===== src/rtl/mips_cpu_regfile_sequencer.sv =====
// mips_cpu_regfile_sequencer: reads rs/rt from the register file, hands operands to execute, arbitrates writeback.
module mips_cpu_regfile_sequencer #(
  parameter int DATA_W    = 32,
  parameter bit BYPASS_EN = 1'b1
) (
  input  logic              clk,
  input  logic              reset,
  input  logic              instr_valid,
  output logic              instr_ready,
  input  logic [31:0]       instr,
  output logic              op_valid,
  input  logic              op_ready,
  output logic [DATA_W-1:0] op_a,
  output logic [DATA_W-1:0] op_b,
  input  logic              wb_valid,
  output logic              wb_ready,
  input  logic [4:0]        wb_addr,
  input  logic [DATA_W-1:0] wb_data,
  output logic              rf_w_en,
  output logic [4:0]        rf_w_addr,
  output logic [DATA_W-1:0] rf_d_in,
  output logic [4:0]        rf_r_addr_a,
  output logic [4:0]        rf_r_addr_b,
  input  logic [DATA_W-1:0] rf_r_data_a,
  input  logic [DATA_W-1:0] rf_r_data_b
);
  typedef enum logic [1:0] {IDLE, RD, CAP, HOLD} state_t;
  state_t            r_state, w_next;
  logic [4:0]        r_rs, r_rt;
  logic [DATA_W-1:0] r_op_a, r_op_b;
  logic              r_op_valid;
  logic              w_instr_fire, w_byp, w_hit_a, w_hit_b;
  logic              w_unused;
  assign w_unused    = ^{instr[31:26], instr[15:0]};
  assign op_valid    = r_op_valid;
  assign op_a        = r_op_a;
  assign op_b        = r_op_b;
  assign rf_w_addr   = wb_addr;
  assign rf_d_in     = wb_data;
  assign rf_r_addr_a = r_rs;
  assign rf_r_addr_b = r_rt;
  // RD is the only cycle the read port needs write-enable low, so writeback stalls there
  always_comb begin
    instr_ready  = !reset && r_state == IDLE && !wb_valid;
    wb_ready     = !reset && r_state != RD;
    w_instr_fire = instr_valid && instr_ready;
    rf_w_en      = wb_valid && wb_ready && wb_addr != 5'd0;
    w_byp        = BYPASS_EN && rf_w_en && (r_state == CAP || (r_state == HOLD && !op_ready));
    w_hit_a      = w_byp && wb_addr == r_rs;
    w_hit_b      = w_byp && wb_addr == r_rt;
    w_next       = (r_state == IDLE && w_instr_fire) ? RD :
                   (r_state == RD)                   ? CAP :
                   (r_state == CAP)                  ? HOLD :
                   (r_state == HOLD && op_ready)     ? IDLE : r_state;
  end
  always_ff @(posedge clk) begin
    if (reset) begin
      r_state    <= IDLE;
      r_rs       <= '0;
      r_rt       <= '0;
      r_op_a     <= '0;
      r_op_b     <= '0;
      r_op_valid <= 1'b0;
    end else begin
      r_state    <= w_next;
      r_op_valid <= w_next == HOLD;
      if (w_instr_fire) {r_rs, r_rt} <= {instr[25:21], instr[20:16]};
      if (r_state == CAP || w_hit_a) r_op_a <= w_hit_a ? wb_data : rf_r_data_a;
      if (r_state == CAP || w_hit_b) r_op_b <= w_hit_b ? wb_data : rf_r_data_b;
    end
  end
endmodule


===== config.mk =====
export PLATFORM = sky130hd
export DESIGN_NAME = mips_cpu_regfile_sequencer
export DESIGN_NICKNAME = d
export VERILOG_FILES = /design/src/rtl/mips_cpu_regfile_sequencer.sv
export SDC_FILE = /design/constraint.sdc
export NUM_CORES = 1
export LEC_CHECK = 0
export CORE_MARGIN = 2
export CORE_UTILIZATION = 39
export CTS_BUF_LIST = sky130_fd_sc_hd__clkbuf_8
export DETAILED_ROUTE_END_ITERATION = 16
export GPL_ROUTABILITY_DRIVEN = 1
export PLACE_DENSITY_LB_ADDON = 0.08
export SYNTH_ARGS = -nofsm -noshare
export SYNTH_HDL_FRONTEND = slang
export SYNTH_SLANG_ARGS = --single-unit

===== constraint.sdc =====
create_clock -name clk -period 1.9 [get_ports clk]
set_input_delay 0.38 -clock clk [delete_from_list [all_inputs] [get_ports clk]]
set_output_delay 0.38 -clock clk [all_outputs]
set_load 0.01 [all_outputs]

==> flow_summary.ini <==
[run_status]
outcome = finished, final reports clean

[finish]
area.sequential_um2 = 1540
layout-drive-gt1-share_pct = 8.14
fillCellCount = 922
diodes = 0
nNetsFinal = 833
multi_input_area_um2 = 2210
syn_to_final_growth_pct = 59.7
stdcell_count = 836

[setup_path]
crit_chain = clkdlybuf4s15_1 -> or4_4 -> o21ai_4 -> a211oi_2 -> buf_2
worstSetupPathType = primary input to primary output
end_kind = primary output
critPathTopFamily = simple AND/OR/NAND/NOR gates
r2r_start = r_state[0]
cpPeakStageDelay_ns = 0.56
critPathMaxFanout = 2
critical_path.slowest_cell = or4_4
critPathLaunchType = primary input
crit_start = wb_addr[1]
path_buf_inv = 2
required_ns = 1.52
arrival_ns = 1.50

[cts]
cts-root-buf = clkbuf_8
clock_path_buffers = 2
ctsHoldBuffers = 0
post-cts-setup-buffers = 0
cts_made_buffers = 9
htreeDepth = 3
clkTransAtPathRegs_ns = 0.08
clk_latency_ns = 0.34
cts_tree = yes
cts.sinks = 77

[power]
p_leak_uw = 0.00256
total_power_uw = 3900
ir_worst_vdd_mv = 0.454
power_density_nw_per_um2 = 584

[timing]
min_period_ns = 1.88
setup_viol = 0
relSlewSlack_pct = 60.7
slew_viol_final = 0
hold_violations = 0
worst_pin_slew_ns = 0.589
clock.fmax_mhz = 531
rsz0062_at_grt = false
post-route-period-util_pct = 99.1
fin_skew_ns = 0.00709
fin_ws_ns = 0.0165

[global_routing]
antenna_found_initial = 0
grt.total_usage_pct = 21.8
grt_max_degree = 62
overflow = 0
first_global_vias = 4154
grt_pass1_wl_um = 19800

[place]
portBuffers = 230
dpl_worst_slack_ns = -0.636
dp_hpwl_um = 9150
dp.cells = 819
gp_congestion = 0.807

[die]
die_h_um = 108
dieArea_um2 = 11600
io-pin-count = 253
row_count = 37
coreArea_um2 = 10400
initial_core_util_pct = 40.4
fp.dieW_um = 108

[synth]
synth_area_leaders = dfxtp_1 (37%), mux2i_1 (15%), nand2_1 (13%), a21o_1 (11%), buf_4 (6.6%)
synth-async-reset-ratio_pct = 0
ys_types = 25
syn_nets = 638
synthTopCellsByCount = nand2_1 (143), dfxtp_1 (77), a21o_1 (64), mux2i_1 (64), buf_4 (37)
syn_area_um2 = 4190
yosysMostFrequentCell = nand2_1
synth_top_area_share_pct = 36.8
synth_area_leader_cell = dfxtp_1
synth_edf_count = 0
ys_seq_elements = 77
ys.flop_type = dfxtp_1
postSynthAreaPerCell_um2 = 8.38
yosysSeqAreaShare_pct = 36.8
ys_warn_count = 0
netlist_instances = 500

[route]
first_pass_iters = 5
drc = 0
postRouteAntennaNets = 0
wl_per_cell_um = 15.2
dr.first_iter.drc_count = 136
drt-total-wl_um = 12700
dr_total_vias = 4029
via_per_inst = 4.82

[min_path]
min_from = reset
hp-class = primary input to flop

[flow_run]
maxCapViolCount = 0
==> stage by stage <==
stage / TNS [ns] / hold WS [ns] / util (%) / instance area [µm²]
CTS: -0.0428 / 0.431 / 64.5 / 6680
floorplan: 0 / 0.490 / - / 4190
global placement: -32.45 / 0.476 / 62.0 / 6420
finish: 0 / 0.446 / 64.5 / 6690
global route: 0 / 0.464 / 64.5 / 6690
detailed placement: -35.30 / 0.481 / 62.0 / 6420
==> logic make-up after synthesis <==
family	after synthesis	share of synthesized area [%]
xor gates and xnor gates	10	2.09
and+or+nand+nor	194	20.6
AOI/OAI and AO/OA	80	13.6
buffers and inverters	75	11.5
muxes	64	15.3
DFF	77	36.8
==> report_power, final <==
part           leakage, µW  switching [µW]  internal, µW
Combinational      0.00182             350           522
Sequential        0.000624            39.1          1680
Clock             0.000112             607           709
==> cell usage in the layout, fill, tap and decap left out, drive strengths merged, types with 2 or more instances in the layout <==
cell type / instances
mux2i: 64
clkdlybuf4s15: 3
or4: 2
clkinv: 3
buf: 29
inv: 2
nand3: 12
nand2: 143
dlygate4sd2: 4
a21oi: 12
nor4: 2
a21o: 64
clkdlybuf4s50: 219
nand2b: 32
dfxtp: 77
clkbuf: 13
xnor2: 10
==> final cells by class <==
type                            instances  area share [%]
Clock buffer                           12            2.47
Clock inverter                          4           0.674
Inverter                                2           0.112
Multi-Input combinational cell        348            33.0
Sequential cell                        77            23.1
Tap cell                              136            2.54
Timing Repair Buffer                  257            38.1
==> registers in the layout (all words and copies together), names as in the netlist <==
register	count
r_state	2
op_b	32
rf_r_addr_b	5
rf_r_addr_a	5
op_valid	1
op_a	32
==> worst min-delay path, delay by kind of cell <==
kind	cells	cell delay (ns)
buf+inv	3	0.25
simple gates	1	0.12
==> path summary, 6_finish.rpt <==
kind	to	slack [ns]	cells after the start
setup / recovery	rf_w_en	0.02	5
hold / removal	op_valid	0.45	4
setup reg to reg	op_b[12]	0.20	6
hold reg to reg	rf_r_addr_a[3]	0.49	2
==> layer usage <==
metal  GRT usage [%]  vias up  routed length (µm)
met2            39.0      146                6260
met3            5.39       25                 931
met4            9.43        0                 358
li1                -     2008                   -
met5               0        -                   0
met1            24.2     1850                5170
==> timing repair <==
item | in CTS | in global routing
setup endpoints to repair | 42 | 45
cloned | 1 | 0
resized for setup | 21 | 6
pin swaps | 2 | 2
endpoints found under the hold margin | 0 | 0
(Power assumes the default switching activity.)
